--- config.mk ---
export PLATFORM = sky130hd
export DESIGN_NAME = up_down_counter_param
export DESIGN_NICKNAME = d
export VERILOG_FILES = /design/src/rtl/up_down_counter_param.sv
export SDC_FILE = /design/constraint.sdc
export NUM_CORES = 1
export LEC_CHECK = 0
export ABC_AREA = 0
export CAP_MARGIN = 30
export CORE_MARGIN = 5
export CORE_UTILIZATION = 40
export CTS_BUF_LIST = sky130_fd_sc_hd__clkbuf_8
export CTS_CLUSTER_DIAMETER = 80
export DETAILED_ROUTE_END_ITERATION = 7
export GPL_ROUTABILITY_DRIVEN = 0
export PLACE_DENSITY = 0.8
export SYNTH_ARGS = -nofsm -noshare
export SYNTH_HDL_FRONTEND = slang
export SYNTH_SLANG_ARGS = --single-unit
--- constraint.sdc ---
create_clock -name i_clk -period 2.18 [get_ports i_clk]
set_input_delay 0.327 -clock i_clk [delete_from_list [all_inputs] [get_ports i_clk]]
set_output_delay 0.327 -clock i_clk [all_outputs]
set_load 0.01 [all_outputs]
--- src/rtl/up_down_counter_param.sv ---
// up_down_counter_param: parametrised modulo-(MAX_VAL+1) up/down counter with step, load, enable, wrap/saturate.
// Ports:
//   i_clk      rising-edge clock
//   i_rst_n    synchronous active-low reset (CNT <= RESET_VAL, flags cleared)
//   i_en       count enable
//   i_up       direction, 1 = up
//   i_step     amount per enabled cycle, clamped to MAX_VAL
//   i_load     synchronous load strobe, beats i_en
//   i_load_val load value, clamped to MAX_VAL
//   o_cnt      registered count, always within 0..MAX_VAL
//   o_tc       combinational terminal count for the current direction
//   o_wrap     one-cycle pulse aligned with a wrapping or clamping update
//   o_sat      sticky clamp flag, only ever set when SATURATE=1
module up_down_counter_param #(
    parameter int WIDTH     = 4,
    parameter int MAX_VAL   = 15,
    parameter int RESET_VAL = 1,
    parameter int SATURATE  = 0
) (
    input  logic             i_clk,
    input  logic             i_rst_n,
    input  logic             i_en,
    input  logic             i_up,
    input  logic [WIDTH-1:0] i_step,
    input  logic             i_load,
    input  logic [WIDTH-1:0] i_load_val,
    output logic [WIDTH-1:0] o_cnt,
    output logic             o_tc,
    output logic             o_wrap,
    output logic             o_sat
);
    localparam logic [WIDTH-1:0] L_MAX = WIDTH'(MAX_VAL);
    // Truncates to 0 when MAX_VAL = 2^WIDTH-1, which is still correct for the modular wrap arithmetic below.
    localparam logic [WIDTH-1:0] L_MOD = WIDTH'(MAX_VAL + 1);
    localparam logic [WIDTH-1:0] L_RST = WIDTH'(RESET_VAL);
    localparam logic             L_SAT = (SATURATE != 0);
    logic [WIDTH-1:0] r_cnt;
    logic             r_wrap;
    logic             r_sat;
    logic [WIDTH-1:0] w_s;
    logic [WIDTH-1:0] w_load;
    logic [WIDTH:0]   w_sum;
    logic             w_ovf;
    logic [WIDTH-1:0] w_next;
    always_comb begin
        w_s    = (i_step > L_MAX) ? L_MAX : i_step;
        w_load = (i_load_val > L_MAX) ? L_MAX : i_load_val;
        // One extra bit so CNT+s can never overflow before the bound compare.
        w_sum  = {1'b0, r_cnt} + {1'b0, w_s};
        w_ovf  = i_up ? (w_sum > {1'b0, L_MAX}) : (r_cnt < w_s);
        // Wrapped results always lie in 0..MAX_VAL, so WIDTH-bit modular arithmetic gives the exact value.
        w_next = !w_ovf ? (i_up ? r_cnt + w_s : r_cnt - w_s) :
                 L_SAT  ? (i_up ? L_MAX : '0) :
                          (i_up ? r_cnt + w_s - L_MOD : r_cnt + L_MOD - w_s);
    end
    always_ff @(posedge i_clk) begin
        if (!i_rst_n) begin
            r_cnt  <= L_RST;
            r_wrap <= 1'b0;
            r_sat  <= 1'b0;
        end else if (i_load) begin
            r_cnt  <= w_load;
            r_wrap <= 1'b0;
            r_sat  <= 1'b0;
        end else if (i_en) begin
            r_cnt  <= w_next;
            r_wrap <= w_ovf;
            r_sat  <= r_sat | (w_ovf & L_SAT);
        end else begin
            r_wrap <= 1'b0;
        end
    end
    assign o_cnt  = r_cnt;
    assign o_tc   = i_up ? (r_cnt == L_MAX) : (r_cnt == '0);
    assign o_wrap = r_wrap;
    assign o_sat  = r_sat;
endmodule

======== After elaboration in Yosys (flattened, before gate mapping) ========
Index checks and enable logic that the tools add are counted.
cells by class
  add/sub/neg operators ................... 3
  $lt $le $gt $ge ......................... 4
  equality and inequality tests ........... 1
  mux-type cells .......................... 7
  bitwise logic cells ..................... 2
  reduce and logical (&&, ||, !) cells .... 3
operator list
  cell                                                number
  2-to-1 mux 4 bit                                    5
  > comparator 4 bit, second input constant           2
  adder 4 x 4 -> 5 bit                                1
  > comparator 5 x 4 -> 1 bit, second input constant  1
  adder 4 bit                                         1
  equality test 4 bit, second input constant          1
  zero test 4 bit                                     1
  less-than comparator 4 bit                          1
  subtractor 4 bit                                    1
  OR reduction 3 bit                                  1
  2-to-1 mux 1 bit                                    2
  inverter 1 bit                                      2
  nonzero test 2 bit                                  1
storage, ports and cells
  register bits after elaboration ......... 5
  input bits .............................. 13
  output and inout bits ................... 7

======== Depth between registers and ports, before layout ========
Gate-level depths: netlist (run 1).
  word-level depth ........................ 6
  mapped depth ............................ 7
  gate-level depth less buffers ........... 7

======== Worst setup path after synthesis (run 1) ========
No wires, ideal clock.
  kind .................................... reg2reg
  start point ............................. reg r_cnt[0] (netlist: o_cnt[0])
  end point ............................... reg r_cnt[2] (netlist: o_cnt[2])
  setup time .............................. 66 ps
  arrival ................................. 1,676 ps
  data required time ...................... 2,114 ps
  slack ................................... 439 ps
  stages on the path, launching flop included .. 8
  period minus slack after synthesis ...... 1,741 ps
  cells stage by stage .................... dfxtp_1 > inv_1 > ha_1 > fa_1 > mux2i_1 > xnor2_1 > a211o_1 > a21boi_2
on the way
  longest elaborated chain between the ends .. 4
ends and longest elaborated chain
  element                                                 RTL line  text
  from (decl)                                             37        logic [WIDTH-1:0] r_cnt;
  from (signal assigned)                                  62        r_cnt <= w_load;
  from (signal assigned)                                  66        r_cnt <= w_next;
  subtractor 4 bit / adder 4 bit (equally long branches)  52, 54
  2-to-1 mux 4 bit *                                      52, 54
  2-to-1 mux 4 bit *                                      65        end else if (i_en) begin
  2-to-1 mux 4 bit *                                      61        end else if (i_load) begin
Every way passes the cells marked *; elsewhere a longest branch is shown, timed or not. The select of a mux whose other input is x is not followed.
A chain may end at the register's enable or synchronous reset.

======== Worst setup path after layout (run 1) ========
  start point ............................. in i_step[0]
  end point ............................... reg r_cnt[2] (netlist: o_cnt[2])
on the way
  longest elaborated chain between the ends .. 6
ends and longest elaborated chain
  element                                                 RTL line  text
  from (decl)                                             24        input logic [WIDTH-1:0] i_step,
  > comparator 4 bit                                      46        w_s = (i_step > L_MAX) ? L_MAX : i_step;
  2-to-1 mux 4 bit *                                      46
  subtractor 4 bit / adder 4 bit (equally long branches)  52, 54
  2-to-1 mux 4 bit *                                      52, 54
  2-to-1 mux 4 bit *                                      65
  2-to-1 mux 4 bit *                                      61
Marked as above.

==> results of run 1 <==
-- per-layer routing --
layer / vias to the layer above / share of wire, % / GRT usage, %
met5: - / 0 / 0
met3: 3 / 6.4 / 3.01
li1: 286 / - / -
met2: 13 / 51 / 22.7
met4: 0 / 2.5 / 8.29
met1: 247 / 40 / 12.0
-- cell usage in the layout (no fill, tap or decap), drive strengths merged, types with 2 or more instances in the layout --
cell type,count
clkdlybuf4s50,17
inv,8
ha,8
o21ai,8
nand2,5
dfxtp,5
nor2,3
nor2b,3
a21oi,3
nand2b,3
clkbuf,3
buf,3
nand3,2
nor3,2
a21o,2
fa,2
a21boi,2
-- final cells by class --
type,count,share of cell area [%]
Timing Repair Buffer,21,25.3
Sequential cell,5,12.3
Clock inverter,1,0.463
Multi-Input combinational cell,56,51.2
Tap cell,15,2.31
Clock buffer,3,5.09
Inverter,7,3.24
-- synthesized netlist by cell type, drive strengths merged --
cell,n
clkbuf,2
a21boi,2
a2bb2oi,1
or3b,1
a21o,2
nor2,3
nor3,2
nand2b,3
a211o,1
mux2i,1
buf,2
xnor2,1
conb,1
inv,7
nand3b,1
ha,8
nand4b,1
nand2,5
or4,1
nand3,2
and2,1
and3,1
dfxtp,5
a21oi,3
nand4,1
nor2b,3
fa,2
o211ai,1
o21ai,8
-- through the flow --
stage / cell area, sq um / hold slack (ns) / utilization [%] / setup WS [ns] / total power (W)
after floorplan: 562 / 0.416 / - / 0.439 / 0.000186
after CTS: 808 / 0.661 / 61.3 / 0.0805 / 0.000419
after global placement: 763 / 0.671 / 57.9 / 0.0795 / 0.000245
after global routing: 811 / 0.686 / 61.5 / 0.182 / 0.000442
after detailed placement: 763 / 0.661 / 57.9 / 0.0385 / 0.000247
final: 811 / 0.659 / 61.5 / 0.274 / 0.000411
-- state kept, by name, indices dropped and copies added (netlist names) --
register	cells
o_wrap	1
o_cnt	4
-- cells by family (layout without fill, tap and decap cells) --
kind of cell    after synthesis  after routing  synth area share, %
xor+xnor                      1              1                 1.56
mux                           1              1                 1.78
simple gates                 25             25                 24.7
other cells                   1              1                0.668
fa+ha+maj                    10             10                 24.9
flops                         5              5                 17.8
compound gates               18             18                 20.3
buf+inv                      11             32                 8.24
-- critical path, delay by kind of cell --
family / cells / cell delay, ns
muxes: 1 / 0.17
buffers and inverters: 1 / 0.43
AOI/OAI and AO/OA: 2 / 0.42
adders and majority gates: 2 / 0.62
xor gates and xnor gates: 1 / 0.09
-- power by group --
group	total, W	internal, W	switching (W)	leakage, nW
registers	0.000107	0.0000993	0.00000817	0.0414
logic	0.000137	0.0000766	0.0000600	0.312
clock network	0.000167	0.000121	0.0000459	0.0269
total	0.000411	0.000297	0.000114	0.380
-- worst max-delay path by stage --
stage,endpoint,slack (ns),cells past startpoint
floorplan,o_cnt[2],0.44,7
global placement,o_cnt[2],0.08,7
detailed placement,o_cnt[2],0.04,7
CTS,o_tc,0.08,3
global route,o_cnt[2],0.18,7
finish,o_cnt[2],0.27,7
-- repair_timing --
| action | 4_1_cts | 5_1_grt |
|---|---|---|
| endpoints found under the setup margin | 0 | 1 |
| hold buffers | 0 | 0 |
| gates resized for setup | 0 | 1 |
==> qor.csv, run 1 <==
stage,metric,value,unit
outcome,status,"complete, no violations",
setup_path,crit_path_end_kind,flip-flop,
global_route,grt_use_total,12.4,%
hold_path,min_path_cells,2,
floorplanning,core_region_area,0.00132,sq mm
global_route,grt_pass1_vias,521,
floorplanning,die_w,47.5,um
placed_design,io_buffers,18,
layout,layout-drive-gt1-share,7.53,%
logic_synthesis,synth_warnings,0,
logic_synthesis,ys_types,32,
cts,cts_tree,built,
layout,fillers,112,
global_route,grt_antenna_before_repair,0,
routing,drtIter0Drc,7,
pwr,cellLeakagePower,0.380,nW
sta,tns,0,ns
routing,first_pass_iters,4,
setup_path,rr_endpoint,o_cnt[2],
sta,finalSetupViolCount,0,
setup_path,r2r_start,o_cnt[0],
setup_path,path_max_fanout,2,
sta,report.final.slew_viol_count,0,
routing,wl_per_cell,10.9,um
hold_path,min_to,o_cnt[0],
cts,htreeDepth,1,
placed_design,dp.cells,104,
cts,numCtsBuffers,3,
floorplanning,die_area,0.00225,sq mm
setup_path,worstSetupStartpointType,primary input,
logic_synthesis,synth_nets,95,
routing,wl,1180,um
layout,multiInputGateArea,415,sq um
layout,area_delta_synth_final,44.3,%
logic_synthesis,avgSynthCellArea,7.80,sq um
logic_synthesis,synth_top_area_share,17.8,%
hold_path,hold_path_class,reg2reg,
logic_synthesis,synthTopCellsByArea,"dfxtp_1 (18%), ha_1 (18%), fa_1 (7.1%)",
setup_path,r2r_setup_slack,0.38,ns
setup_path,critPathArrivalTime,2.06,ns
floorplanning,die_y,47.5,um
cts,clockBufferDepth,2,
cts,post-cts-setup-buffer-count,0,
layout,n_antenna_cell,0,
flow_run,max_cap_viol_count,0,
cts,cts_num_sinks,5,
sta,finalCriticalPeriod,1.91,ns
placed_design,hpwlAfterDp,1010,um
layout,instances_no_fill,108,
routing,ant_nets,0,
global_route,grt_max_degree,11,
cts,clkTransAtPathRegs,0.04,ns
setup_path,cp.required,2.34,ns
floorplanning,rows,13,
setup_path,max_stage_delay,0.43,ns
setup_path,r2r_cells,7,
logic_synthesis,ys_seq_area_share,17.8,%
hold_path,hp-start,o_cnt[0],
setup_path,crit_slowest_cell,clkdlybuf4s50_1,
logic_synthesis,ys_seq_elements,5,
layout,final_nets,117,
sta,finalHoldViolations,0,
layout,register_area,100,sq um
setup_path,worstSetupPathType,in2reg,
cts,root_buffer,clkbuf_8,
routing,vias,549,
global_route,overflow,0,
logic_synthesis,synth.largest_area_cell,dfxtp_1,
floorplanning,ioPinCount,20,
logic_synthesis,netlist_instances,72,
setup_path,startpoint,i_step[0],
sta,fmax,0.525,GHz
routing,remaining_drc_errors,0,
floorplanning,initial_core_util,42.6,%
routing,via_per_inst,5.08,
sta,period_share,87.4,%
setup_path,cp_cell_sequence,"clkdlybuf4s50_1, ha_1, fa_1, mux2i_1, xnor2_1, a211o_1, a21boi_2",
cts,clock_latency,0.22,ns
pwr,powerDensity,507,mW/mm^2
global_route,grt_first_pass_wirelength,1930,um
logic_synthesis,netlist_area,562,sq um
sta,finClkSkew,0.00332,ns
pwr,max-vdd-ir-drop,413,uV
sta,rsz0062_at_grt,false,
No activity file was read; power rests on OpenSTA's default activity.
==> run 2, diff against run 1 <==
- SKIP_LAST_GASP: not set -> 1
==> results of run 2 <==
Final layout, timing and power as in run 1 (identical DEF).
==> run 3, diff against run 2 <==
- CTS_BUF_LIST: sky130_fd_sc_hd__clkbuf_8 -> not set
==> run 3 against run 2 <==
Net effect:
- sequential share of layout area rose by 0.29 points
- power fell by 14%
- utilization fell by 1.4 points
- clock-buffer cell count rose by 1
- combinational power barely moved
- clock skew fell by 0.00079 ns
- register-to-register slack barely moved
- critical path type unchanged
==> qor.csv, run 3 (same netlist as run 1, synthesis figures left out) <==
stage,metric,value,unit
outcome,status,"complete, no violations",
routing,ant_nets,0,
sta,rsz0062_at_grt,false,
routing,via_per_inst,5.06,
setup_path,r2r_setup_slack,0.38,ns
layout,n_antenna_cell,0,
routing,wl,1170,um
global_route,grt_max_degree,11,
floorplanning,rows,13,
floorplanning,die_area,0.00225,sq mm
routing,drtIter0Drc,8,
layout,area_delta_synth_final,41.0,%
hold_path,min_path_cells,3,
floorplanning,ioPinCount,20,
setup_path,path_max_fanout,2,
routing,remaining_drc_errors,0,
layout,layout-drive-gt1-share,7.53,%
sta,finClkSkew,0.00254,ns
sta,finalSetupViolCount,0,
pwr,cellLeakagePower,0.368,nW
sta,fmax,0.531,GHz
cts,cts_hold_buf,0,
floorplanning,die_w,47.5,um
cts,clkTransAtPathRegs,0.04,ns
pwr,power_frac_comb,38.7,%
layout,fillers,115,
pwr,pwr-share-clk,30.8,%
cts,numCtsBuffers,3,
global_route,grt_first_pass_wirelength,1930,um
pwr,powerDensity,444,mW/mm^2
floorplanning,core_region_area,0.00132,sq mm
cts,clock_latency,0.24,ns
pwr,max-vdd-ir-drop,314,uV
pwr,seq_power_share,30.5,%
routing,vias,546,
layout,design_area,792,sq um
floorplanning,die_y,47.5,um
sta,finalHoldViolations,0,
cts,root_buffer,clkbuf_4,
layout,final_nets,117,
pwr,p_sw,0.000107,W
cts,cts_num_sinks,5,
global_route,grt.busiest_layer,met2,
setup_path,worstSetupPathType,in2reg,
setup_path,cp.required,2.36,ns
layout,register_area,100,sq um
hold_path,hold_path_class,in2reg,
routing,first_pass_iters,4,
global_route,overflow,0,
sta,tns,0,ns
routing,wl_per_cell,10.9,um
floorplanning,initial_core_util,42.6,%
flow_run,max_cap_viol_count,0,
global_route,grt.met1_usage,12.0,%
pwr,switching_share,30.4,%
sta,report.final.slew_viol_count,0,
hold_path,hp-start,i_load_val[2],
setup_path,r2r_start,o_cnt[0],
global_route,grt_antenna_before_repair,0,
setup_path,worstSetupStartpointType,primary input,
layout,final_cell_mix,"clkdlybuf4s50_1 (17), ha_1 (8), inv_1 (7)",
cts,htreeDepth,1,
cts,post-cts-setup-buffer-count,0,
setup_path,rr_endpoint,o_cnt[2],
layout,final_common_cell,clkdlybuf4s50_1,
cts,clockBufferDepth,2,
setup_path,critPathArrivalTime,2.06,ns
pwr,p_int,0.000245,W
sta,period_share,86.3,%
setup_path,r2r_cells,7,
sta,finalCriticalPeriod,1.88,ns
cts,cts_tree,built,
setup_path,crit_path_end_kind,flip-flop,
placed_design,place_area,763,sq um
placed_design,io_buffers,18,
global_route,grt_use_total,12.4,%
hold_path,min_to,o_cnt[2],
global_route,gr-usage-met3,1.88,%
placed_design,hpwlAfterDp,1010,um
global_route,use_met2,22.7,%
layout,largest_reg_flops,4,
global_route,grt_pass1_vias,526,
layout,multiInputGateArea,415,sq um
run 3: area by class of cell:
cell class / count / area share, %
clock buffer: 4 / 3.32
inverter: 7 / 3.32
multi-input combinational: 56 / 52.4
sequential: 5 / 12.6
tap: 15 / 2.37
timing repair buffer: 21 / 25.9
run 3: through the flow:
stage / hold slack, ns / cells / utilization (%) / total power (W) / setup slack, ns
4_1_cts: 0.632 / 108 / 59.9 / 0.000361 / 0.0502
3_3_place_gp: 0.671 / 104 / 57.9 / 0.000245 / 0.0795
6_report: 0.640 / 108 / 60.1 / 0.000352 / 0.298
5_1_grt: 0.661 / 108 / 60.1 / 0.000379 / 0.204
3_5_place_dp: 0.661 / 104 / 57.9 / 0.000247 / 0.0385
2_1_floorplan: 0.416 / 72 / - / 0.000186 / 0.439
run 3: timing repair:
action	4_1_cts	5_1_grt
endpoints found under the hold margin	0	0
gates resized for setup	0	1
endpoints found under the setup margin	0	1
run 3: worst max-delay path by stage:
| stage | to | startpoint | cells past startpoint | slack [ns] |
|---|---|---|---|---|
| after floorplan | o_cnt[2] | o_cnt[0] | 7 | 0.44 |
| after global placement | o_cnt[2] | i_step[0] | 7 | 0.08 |
| after detailed placement | o_cnt[2] | i_step[0] | 7 | 0.04 |
| after CTS | o_tc | o_cnt[3] | 3 | 0.05 |
| after global routing | o_cnt[2] | i_step[0] | 7 | 0.20 |
| final | o_cnt[2] | i_step[0] | 7 | 0.30 |
run 3: per-layer routing:
layer,wire length [um],vias to the layer above
met4,24,0
met2,616,12
met5,0,-
met3,72,2
li1,-,286
met1,460,246
run 3: power groups by stage:
stage	registers (W)	clock network, W	logic [W]
after CTS	0.000107	0.000115	0.000139
after global routing	0.000109	0.000118	0.000152
after global placement	0.000109	0	0.000136
final	0.000107	0.000108	0.000136
after detailed placement	0.000109	0	0.000138
after floorplan	0.000112	0	0.0000735
run 3: worst max-delay path, stage by stage:
cell             delay, ns
clkdlybuf4s50_1       0.43
ha_1                  0.23
fa_1                  0.39
mux2i_1               0.17
xnor2_1               0.09
a211o_1               0.30
a21boi_2              0.12
